`config.mk`:
```
export PLATFORM = sky130hd
export DESIGN_NAME = sipp_mem_loader_flat
export DESIGN_NICKNAME = d
export VERILOG_FILES = /design/src/rtl/sipp_pkg.sv /design/src/rtl/sipp_mem_loader_if.sv /design/src/rtl/sipp_word_assembler.sv /design/src/rtl/sipp_mem_loader.sv /design/src/flat_wrapper.sv
export SDC_FILE = /design/constraint.sdc
export NUM_CORES = 1
export LEC_CHECK = 0
export CORE_MARGIN = 2
export CORE_UTILIZATION = 42
export DETAILED_ROUTE_END_ITERATION = 8
export GPL_TIMING_DRIVEN = 0
export PLACE_DENSITY_LB_ADDON = 0.12
export SETUP_SLACK_MARGIN = 0.02
export SYNTH_ARGS = -nofsm -noshare
export SYNTH_HDL_FRONTEND = slang
export SYNTH_SLANG_ARGS = --single-unit
```
`constraint.sdc`:
```
create_clock -name clk -period 2.1 [get_ports clk]
set_input_delay 0.42 -clock clk [delete_from_list [all_inputs] [get_ports clk]]
set_output_delay 0.42 -clock clk [all_outputs]
set_load 0.005 [all_outputs]
```
`src/rtl/sipp_pkg.sv`:
```
// Shared SIPP definitions: loader FSM states, default memory geometry and the
// bytes-per-word derivation used by the loader and the memory.
package sipp_pkg;

   localparam int unsigned ADDR_WIDTH_DEF = 8;
   localparam int unsigned DATA_WIDTH_DEF = 16;

   typedef enum logic [1:0] {
      IDLE,
      RECV,
      WRITE,
      DONE
   } state_e;

   function automatic int unsigned bpw(input int unsigned data_width);
      return data_width / 8;
   endfunction

endpackage

```
`src/rtl/sipp_mem_loader_if.sv`:
```
// Byte-stream, processor-side and memory-side port bundle of the SIPP loader.
// slave is the loader's view; master is the view of whatever surrounds it.
interface sipp_mem_loader_if
   import sipp_pkg::*;
#(
   parameter int unsigned ADDR_WIDTH = ADDR_WIDTH_DEF,
   parameter int unsigned DATA_WIDTH = DATA_WIDTH_DEF
);

   logic                  in_valid;
   logic [7:0]            in_data;
   logic                  in_ready;

   logic [ADDR_WIDTH-1:0] cpu_addr;
   logic                  cpu_wr;
   logic                  cpu_rd;
   logic [DATA_WIDTH-1:0] cpu_w_data;
   logic [DATA_WIDTH-1:0] cpu_r_data;

   logic [ADDR_WIDTH-1:0] mem_addr;
   logic                  mem_wr;
   logic                  mem_rd;
   logic [DATA_WIDTH-1:0] mem_w_data;
   logic [DATA_WIDTH-1:0] mem_r_data;

   modport slave (
      input  in_valid, in_data, cpu_addr, cpu_wr, cpu_rd, cpu_w_data, mem_r_data,
      output in_ready, cpu_r_data, mem_addr, mem_wr, mem_rd, mem_w_data
   );

   modport master (
      output in_valid, in_data, cpu_addr, cpu_wr, cpu_rd, cpu_w_data, mem_r_data,
      input  in_ready, cpu_r_data, mem_addr, mem_wr, mem_rd, mem_w_data
   );

endinterface

```
`src/rtl/sipp_word_assembler.sv`:
```
// Packs accepted bytes MSB-first into one memory word and counts them.
// full flags the handshake that supplies the last byte of the word.
module sipp_word_assembler
   import sipp_pkg::*;
#(
   parameter int unsigned DATA_WIDTH = DATA_WIDTH_DEF
) (
   input  logic                  clk,
   input  logic                  rst,
   input  logic                  shift,
   input  logic                  clear,
   input  logic [7:0]            in_data,
   output logic [DATA_WIDTH-1:0] word,
   output logic                  full
);

   localparam int unsigned BPW  = bpw(DATA_WIDTH);
   localparam int unsigned CntW = $clog2(BPW + 1);

   logic [DATA_WIDTH-1:0] word_q, word_d;
   logic [CntW-1:0]       cnt_q, cnt_d;

   always_comb begin
      word_d = word_q;
      cnt_d  = cnt_q;
      if (clear) begin
         word_d = '0;
         cnt_d  = '0;
      end else if (shift) begin
         // Truncating the concatenation drops the oldest byte off the top.
         word_d = DATA_WIDTH'({word_q, in_data});
         cnt_d  = cnt_q + 1'b1;
      end
   end

   always_ff @(posedge clk) begin
      if (rst) begin
         word_q <= '0;
         cnt_q  <= '0;
      end else begin
         word_q <= word_d;
         cnt_q  <= cnt_d;
      end
   end

   assign word = word_q;
   assign full = shift && (cnt_q == CntW'(BPW - 1));

endmodule

```
`src/rtl/sipp_mem_loader.sv`:
```
// SIPP program loader: streams bytes into consecutive memory words from a base
// address, keeps a checksum, and owns the memory port while a load is running.
module sipp_mem_loader
   import sipp_pkg::*;
#(
   parameter int unsigned ADDR_WIDTH = ADDR_WIDTH_DEF,
   parameter int unsigned DATA_WIDTH = DATA_WIDTH_DEF
) (
   input  logic                  clk,
   input  logic                  rst,
   input  logic                  start,
   input  logic [ADDR_WIDTH-1:0] base_addr,
   input  logic [ADDR_WIDTH:0]   len,
   output logic                  busy,
   output logic                  done,
   output logic [DATA_WIDTH-1:0] checksum,
   sipp_mem_loader_if.slave      bus
);

   state_e                state_q, state_d;
   logic [ADDR_WIDTH-1:0] base_q, base_d;
   logic [ADDR_WIDTH:0]   len_q, len_d;
   logic [ADDR_WIDTH:0]   idx_q, idx_d;
   logic [DATA_WIDTH-1:0] checksum_q, checksum_d;

   logic                  asm_shift;
   logic                  asm_clear;
   logic                  asm_full;
   logic [DATA_WIDTH-1:0] asm_word;

   assign asm_shift = (state_q == RECV) && bus.in_valid;

   sipp_word_assembler #(
      .DATA_WIDTH(DATA_WIDTH)
   ) u_word_assembler (
      .clk    (clk),
      .rst    (rst),
      .shift  (asm_shift),
      .clear  (asm_clear),
      .in_data(bus.in_data),
      .word   (asm_word),
      .full   (asm_full)
   );

   always_comb begin
      state_d    = state_q;
      base_d     = base_q;
      len_d      = len_q;
      idx_d      = idx_q;
      checksum_d = checksum_q;
      asm_clear  = 1'b0;
      unique case (state_q)
         IDLE: begin
            if (start) begin
               base_d     = base_addr;
               len_d      = len;
               idx_d      = '0;
               checksum_d = '0;
               asm_clear  = 1'b1;
               state_d    = (len == '0) ? DONE : RECV;
            end
         end
         RECV: begin
            if (asm_full) begin
               state_d = WRITE;
            end
         end
         WRITE: begin
            checksum_d = checksum_q + asm_word;
            idx_d      = idx_q + 1'b1;
            asm_clear  = 1'b1;
            state_d    = (idx_q + 1'b1 == len_q) ? DONE : RECV;
         end
         DONE: begin
            state_d = IDLE;
         end
         default: begin
            state_d = IDLE;
         end
      endcase
   end

   always_ff @(posedge clk) begin
      if (rst) begin
         state_q    <= IDLE;
         base_q     <= '0;
         len_q      <= '0;
         idx_q      <= '0;
         checksum_q <= '0;
      end else begin
         state_q    <= state_d;
         base_q     <= base_d;
         len_q      <= len_d;
         idx_q      <= idx_d;
         checksum_q <= checksum_d;
      end
   end

   assign busy        = (state_q != IDLE);
   assign done        = (state_q == DONE);
   assign bus.in_ready = (state_q == RECV);
   assign checksum    = checksum_q;

   // Idle hands the memory to the processor; otherwise only WRITE touches it.
   always_comb begin
      bus.mem_addr   = bus.cpu_addr;
      bus.mem_wr     = bus.cpu_wr;
      bus.mem_rd     = bus.cpu_rd;
      bus.mem_w_data = bus.cpu_w_data;
      bus.cpu_r_data = bus.mem_r_data;
      if (state_q != IDLE) begin
         bus.mem_addr   = base_q + idx_q[ADDR_WIDTH-1:0];
         bus.mem_wr     = (state_q == WRITE);
         bus.mem_rd     = 1'b0;
         bus.mem_w_data = asm_word;
         bus.cpu_r_data = '0;
      end
   end

endmodule

```
`src/flat_wrapper.sv`:
```
// flat-port wrapper written by rule: the top's interface ports become plain ports
module sipp_mem_loader_flat import sipp_pkg::*;
#(
   parameter int unsigned ADDR_WIDTH = ADDR_WIDTH_DEF,
   parameter int unsigned DATA_WIDTH = DATA_WIDTH_DEF
)
  (clk, rst, start, base_addr, len, busy, done, checksum, bus_in_valid, bus_in_data, bus_cpu_addr, bus_cpu_wr, bus_cpu_rd, bus_cpu_w_data, bus_mem_r_data, bus_in_ready, bus_cpu_r_data, bus_mem_addr, bus_mem_wr, bus_mem_rd, bus_mem_w_data);
  sipp_mem_loader_if #(.ADDR_WIDTH(ADDR_WIDTH), .DATA_WIDTH(DATA_WIDTH)) bus_i ();
  input  logic clk;
  input  logic rst;
  input  logic start;
  input  logic [ADDR_WIDTH-1:0] base_addr;
  input  logic [ADDR_WIDTH:0] len;
  output logic busy;
  output logic done;
  output logic [DATA_WIDTH-1:0] checksum;
  input wire logic [$bits(bus_i.in_valid)-1:0] bus_in_valid;
  input wire logic [$bits(bus_i.in_data)-1:0] bus_in_data;
  input wire logic [$bits(bus_i.cpu_addr)-1:0] bus_cpu_addr;
  input wire logic [$bits(bus_i.cpu_wr)-1:0] bus_cpu_wr;
  input wire logic [$bits(bus_i.cpu_rd)-1:0] bus_cpu_rd;
  input wire logic [$bits(bus_i.cpu_w_data)-1:0] bus_cpu_w_data;
  input wire logic [$bits(bus_i.mem_r_data)-1:0] bus_mem_r_data;
  output wire logic [$bits(bus_i.in_ready)-1:0] bus_in_ready;
  output wire logic [$bits(bus_i.cpu_r_data)-1:0] bus_cpu_r_data;
  output wire logic [$bits(bus_i.mem_addr)-1:0] bus_mem_addr;
  output wire logic [$bits(bus_i.mem_wr)-1:0] bus_mem_wr;
  output wire logic [$bits(bus_i.mem_rd)-1:0] bus_mem_rd;
  output wire logic [$bits(bus_i.mem_w_data)-1:0] bus_mem_w_data;
  assign bus_i.in_valid = bus_in_valid;
  assign bus_i.in_data = bus_in_data;
  assign bus_i.cpu_addr = bus_cpu_addr;
  assign bus_i.cpu_wr = bus_cpu_wr;
  assign bus_i.cpu_rd = bus_cpu_rd;
  assign bus_i.cpu_w_data = bus_cpu_w_data;
  assign bus_i.mem_r_data = bus_mem_r_data;
  assign bus_in_ready = bus_i.in_ready;
  assign bus_cpu_r_data = bus_i.cpu_r_data;
  assign bus_mem_addr = bus_i.mem_addr;
  assign bus_mem_wr = bus_i.mem_wr;
  assign bus_mem_rd = bus_i.mem_rd;
  assign bus_mem_w_data = bus_i.mem_w_data;
  sipp_mem_loader #(.ADDR_WIDTH(ADDR_WIDTH), .DATA_WIDTH(DATA_WIDTH)) u_core (.clk(clk), .rst(rst), .start(start), .base_addr(base_addr), .len(len), .busy(busy), .done(done), .checksum(checksum), .bus(bus_i));
endmodule
```
==> results of run 1 <==
[cell usage after synthesis, drive strengths merged, types with 6 or more instances]
master and count:
a211oi 6, a21o 11, a21oi 58, a22oi 8, a31oi 6, and2 21
buf 9, clkbuf 22, dfxtp 62, ha 24, inv 12, nand2 149
nand3 14, nor2 44, nor3 10, o21ai 18, xnor2 14, xor2 13
[critical path, cell delays in order, from the launching register on]
cell and delay (ns):
dfxtp_4 0.37, ha_4 0.13, inv_2 0.04, fa_2 0.33, nor2b_2 0.13, o21ai_2 0.07
a21boi_2 0.17, o21ai_2 0.07, nor4b_2 0.16, nor3_1 0.14, buf_2 0.14
[sequential cells by signal (all words and copies together), names as in the netlist]
signal / cells
u_core.base_q: 8
u_core.checksum: 16
u_core.idx_q: 9
u_core.len_q: 9
u_core.state_q: 2
u_core.u_word_assembler.cnt_q: 2
u_core.u_word_assembler.word: 16
[layer usage]
metal / part of all wire [%] / vias up
li1: - / 2241
met1: 43 / 2108
met2: 48 / 168
met3: 7.3 / 22
met4: 1.9 / 0
met5: 0 / -
[where the power goes]
group	switching [mW]	internal, mW	leakage [nW]	total (mW)
registers	0.0306	1.20	0.511	1.24
clock network	0.539	0.516	0.0990	1.05
logic	0.355	0.430	2.08	0.785
[area by class of cell]
type	instances	share of cell area [%]
multi-input combinational	448	46.2
inverter	12	0.704
clock buffer	10	2.33
buffer	29	3.38
sequential	62	19.9
tap	129	2.52
clock inverter	6	0.802
timing repair buffer	166	24.1
[logic make-up (layout without fill, tap and decap cells)]
kind of cell / after synthesis / after routing
adder cells (fa/ha/maj): 26 / 26
AND/OR/NAND/NOR: 261 / 261
AO/OA/AOI/OAI: 128 / 128
multiplexers: 6 / 6
buffers and inverters: 43 / 223
flip-flops: 62 / 62
XOR/XNOR: 27 / 27
[worst paths after layout]
check	startpoint	to	slack, ns	cells after the start
worst min-delay path	u_core.base_q[4]	u_core.base_q[4]	0.46	2
worst max-delay path	u_core.idx_q[0]	bus_mem_addr[6]	-0.44	10
worst max register to register	u_core.u_word_assembler.word[0]	u_core.checksum[12]	-0.01	8
worst min register to register	u_core.base_q[4]	u_core.base_q[4]	0.46	2
[through the flow]
step	TNS [ns]	area (um2)
2_1_floorplan	0	4060
3_3_place_gp	-12.44	5530
3_5_place_dp	-14.06	5530
4_1_cts	-2.28	6110
5_1_grt	-2.68	6400
6_report	-1.98	6400
[timing repair]
item	CTS	global route
setup endpoints to repair	50	49
setup buffers	21	12
pin swaps	22	27
cloned	1	1
endpoints found under the hold margin	0	0
resized for setup	139	97
==> out/results.ini, run 1 <==
[status]
status=finished, violations left
violations=negative setup slack

[drt]
wl_um=13200
wire_per_inst_um=15.3
ant_nets=0
first_iter_violations=204
dr.pass1.iters=5
drcViolationCount=0
vias=4539
routed_via_density=5.27

[finish]
mostFrequentLayoutCells=nand2_1 (143), clkdlybuf4s50_1 (88), a21oi_1 (52)
n_antenna_cell=0
regArea_um2=1270
multi_input_area_um2=2960
layout_commonest_cell=nand2_1
layout.nets=825
fin_util_pct=68.9
final_cells=862
drive_above_1_share_pct=24.1
nFillCells=768
area_delta_synth_final_pct=58.1

[grt]
top_usage_layer=met2
grt_pass1_wl_um=19900
grt_remaining_overflow=0
grt_use_met2_pct=39.9
grt_usage_pct=24.3
grt_start_max_net_pins=14
grt_use_met1_pct=31.7
met3_usage_pct=5.20
grt_pass1_vias=4279
antenna_found_initial=0

[worst_setup_path]
critPathRequiredTime_ns=1.68
crit_arrival_ns=2.12
endpoint_kind=output port
start_kind=flip-flop
criticalPathCategory=reg2out
worst-path-max-fanout=2

[clocking]
htreeDepth=3
cts_made_buffers=9
tritoncts=built
cts_sinks=62
root_buffer=clkbuf_8
ctsLongestPathBuffers=2
clock_latency_ns=0.36
clkSlewWorstSetupHoldPaths_ns=0.08
postCtsHoldBufs=0

[timing]
rsz0062_at_grt=yes
hold_viol=0
period_share_pct=121
relSlewSlack_pct=61.5
worstMarginPinSlew_ns=0.577
fin_crit_ns=2.54
slew_viol_final=0
whs_ns=0.464
setup_viol=8
skew_ns=0.00904
max_freq_mhz=394
finalWorstSetupSlack_ns=-0.438

[logic_synthesis]
synth_area_leaders=dfxtp_1 (31%), nand2_1 (14%), ha_1 (7.4%)
synth_area_um2=4050
yosysTopAreaCell=dfxtp_1
synthSimpleGateAreaFrac_pct=28.5
synth.top_cell.area_share_pct=30.7
ys_seq_area_share_pct=30.7
synth_xor_area_share_pct=6.03
synthAdderAreaFrac_pct=8.41
async_reset_ff_share_pct=0
synthFlopType=dfxtp_1
ys_types=57
synth_edf_count=0
synth_compound_gate_area_share_pct=20.1
synthCells=553
syn_nets=650
synth_top_family_by_area=simple AND/OR/NAND/NOR gates
ys_warn_count=0
synth_seq_cells=62
muxShareOfSynthArea_pct=1.64
avgSynthCellArea_um2=7.32

[flow_run]
max_cap_viol_count=0

[power]
vdd_drop_max_uv=301
leakage_nw=2.69
finalPower_mw=3.08
p_per_area_nw_per_um2=481

[floorplanning]
initial_utilization_pct=43.6
std_cell_rows=35
core-area_um2=9280
die_w_um=102
io_pins=132
dieHeight_um=102
dieArea_um2=10400

[placement]
pre_cts_slack_ns=-0.717
dp.cells=813
portBuffers=131
gp_congestion=0.839
dpl.hpwl_um=9080

[min_path]
hold_path_class=reg2reg

Note: power is estimated with default switching activity, not from simulation.
==> inputs of run 2 (changes only) <==
Settings changed: CTS_CLUSTER_SIZE set to 40, PLACE_DENSITY_LB_ADDON 0.12 to 0.08, SKIP_CTS_REPAIR_TIMING set to 1.
==> run 2 against run 1 <==
- the run still ends with negative setup slack left
- register-to-register slack lost 0.03 ns
- via count shrank 2.4%
- sequential cell count is the same
- count of clock-buffer cells in the layout shrank 1
- critical endpoint unchanged
- total power grew 11%
- clock power grew 35%
- sequential share of layout area grew 0.14 points
==> out/results.ini, run 2 (synthesis gave the netlist of run 1 again) <==
[placement]
dp.cells=813  ; unchanged
pre_cts_slack_ns=-0.707  ; +0.0101 ns
gp_congestion=0.848  ; +1.1%
placed_cell_area_um2=5530  ; unchanged
dpl.hpwl_um=8980  ; -1.1%
portBuffers=131  ; unchanged

[worst_setup_path]
crit_arrival_ns=2.12  ; about the same
r2r_cells=8  ; unchanged
cp_top_family=adder cells
criticalPathCategory=reg2out
start_kind=flip-flop
endpoint_kind=output port
crit_top_cell=o21ai_2
crit-reg2reg-capture=u_core.checksum[14]
cpMaxStageDelayCell=dfxtp_4
slowest_delay_ns=0.38  ; about the same
worstReg2RegStart=u_core.u_word_assembler.word[0]
worst-path-max-fanout=3  ; +1
critPathRequiredTime_ns=1.68  ; about the same
crit_cells=10  ; unchanged
endpoint=bus_mem_addr[6]
r2r_slack_ns=-0.04  ; -0.03 ns
cp-startpoint=u_core.idx_q[0]
crit_chain=ha_4 > inv_2 > fa_2 > nor2b_2 > o21ai_2 > a21boi_2 > o21ai_2 > nor4b_4 > nor3_1 > buf_2
critPathBufInv=2  ; unchanged

[drt]
first_iter_violations=161  ; -21%
wl_um=12600  ; -4.2%
wire_per_inst_um=14.9  ; -2.6%
routed_via_density=5.23  ; -0.77%
vias=4431  ; -2.4%
ant_nets=0  ; unchanged
dr.pass1.iters=5  ; unchanged
drcViolationCount=0  ; unchanged

[min_path]
hold_path_class=reg2reg
worstHoldPathCells=2  ; unchanged

[grt]
grt_pass1_wl_um=18300  ; -7.9%
grt_start_max_net_pins=13  ; -1
grt_pass1_vias=3935  ; -8.0%
grt_remaining_overflow=0  ; unchanged
antenna_found_initial=0  ; unchanged
grt_usage_pct=22.2  ; -2.1 points

[finish]
final_cells=848  ; -1.6%
drive_above_1_share_pct=17.7  ; -6.5 points
final_area_um2=6350  ; -0.80%
layout.nets=811  ; -1.7%
n_antenna_cell=0  ; unchanged
layout_commonest_cell=nand2_1
area_delta_synth_final_pct=56.8
mostFrequentLayoutCells=nand2_1 (149), clkdlybuf4s50_1 (90), a21oi_1 (54)

[timing]
max_freq_mhz=393  ; -0.24%
skew_ns=0.0102  ; +0.00120 ns
period_share_pct=121  ; +0.30 points
whs_ns=0.464  ; +0.000570 ns
slew_viol_final=0  ; unchanged
hold_viol=0  ; unchanged
setup_viol=6  ; -2
fin_crit_ns=2.54  ; +0.00621 ns
finalWorstSetupSlack_ns=-0.444  ; -0.00621 ns
worstMarginPinSlew_ns=0.521  ; -0.0560 ns
relSlewSlack_pct=65.3  ; +3.7 points
rsz0062_at_grt=yes

[status]
status=finished, violations left
violations=negative setup slack

[clocking]
clkSlewWorstSetupHoldPaths_ns=0.07  ; about the same
root_buffer=clkbuf_8
cts_made_buffers=9  ; unchanged
ctsLongestPathBuffers=2  ; unchanged
cts_sinks=62  ; unchanged
clock_latency_ns=0.34  ; -0.02 ns
tritoncts=built
htreeDepth=3  ; unchanged

[power]
vdd_drop_max_uv=324  ; +7.6%
leakage_nw=2.89  ; +7.5%
p_per_area_nw_per_um2=538  ; +12%

[floorplanning]
std_cell_rows=35  ; unchanged
dieArea_um2=10400  ; unchanged
io_pins=132  ; unchanged
core-area_um2=9280  ; unchanged
die_w_um=102  ; unchanged
initial_utilization_pct=43.6  ; unchanged
dieHeight_um=102  ; unchanged

[flow_run]
max_cap_viol_count=0  ; unchanged

==> run 2: cell type report <==
cell class | instances | area [um2]
clock inverter | 7 | 146
sequential | 62 | 1270
inverter | 12 | 45.0
timing repair buffer | 151 | 1530
fill | 782 | 2940
multi-input combinational | 448 | 2860
buffer | 30 | 201
clock buffer | 9 | 124
tap | 129 | 161
==> run 2: where the power goes <==
| group | switching (mW) | internal, mW | leakage, nW |
|---|---|---|---|
| Clock | 0.504 | 0.915 | 0.134 |
| Combinational | 0.337 | 0.418 | 2.25 |
| Sequential | 0.0324 | 1.20 | 0.511 |
==> run 2: how the worst min path moves through the flow <==
stage / startpoint / to / slack, ns
floorplan: u_core.u_word_assembler.word[15] / u_core.u_word_assembler.word[15] / 0.44
global placement: u_core.base_q[2] / u_core.base_q[2] / 0.45
detailed placement: u_core.base_q[5] / u_core.base_q[5] / 0.45
CTS: u_core.base_q[5] / u_core.base_q[5] / 0.46
global route: u_core.base_q[6] / u_core.base_q[6] / 0.48
finish: u_core.base_q[6] / u_core.base_q[6] / 0.46
==> run 2: routing by layer <==
metal | up-vias | track usage (%) | wire (um)
li1 | 2201 | - | -
met1 | 2087 | 30.5 | 5830
met2 | 133 | 35.8 | 5990
met3 | 10 | 4.10 | 727
met4 | 0 | 5.85 | 99
met5 | - | 0 | 0
==> run 2: metrics by stage <==
step / TNS, ns / total power, mW / utilization, %
3_5_place_dp: -13.23 / 1.96 / 59.6
3_3_place_gp: -12.55 / 1.95 / 59.6
6_report: -1.46 / 3.41 / 68.4
4_1_cts: -29.06 / 3.38 / 62.5
5_1_grt: -2.14 / 3.56 / 68.4
2_1_floorplan: 0 / 1.55 / -
==> run 2: worst min-delay path: cells and delay by family, from the launching register on <==
kind / cells / cell delay [ns]
flops: 1 / 0.31
simple gates: 1 / 0.05
compound gates: 1 / 0.05
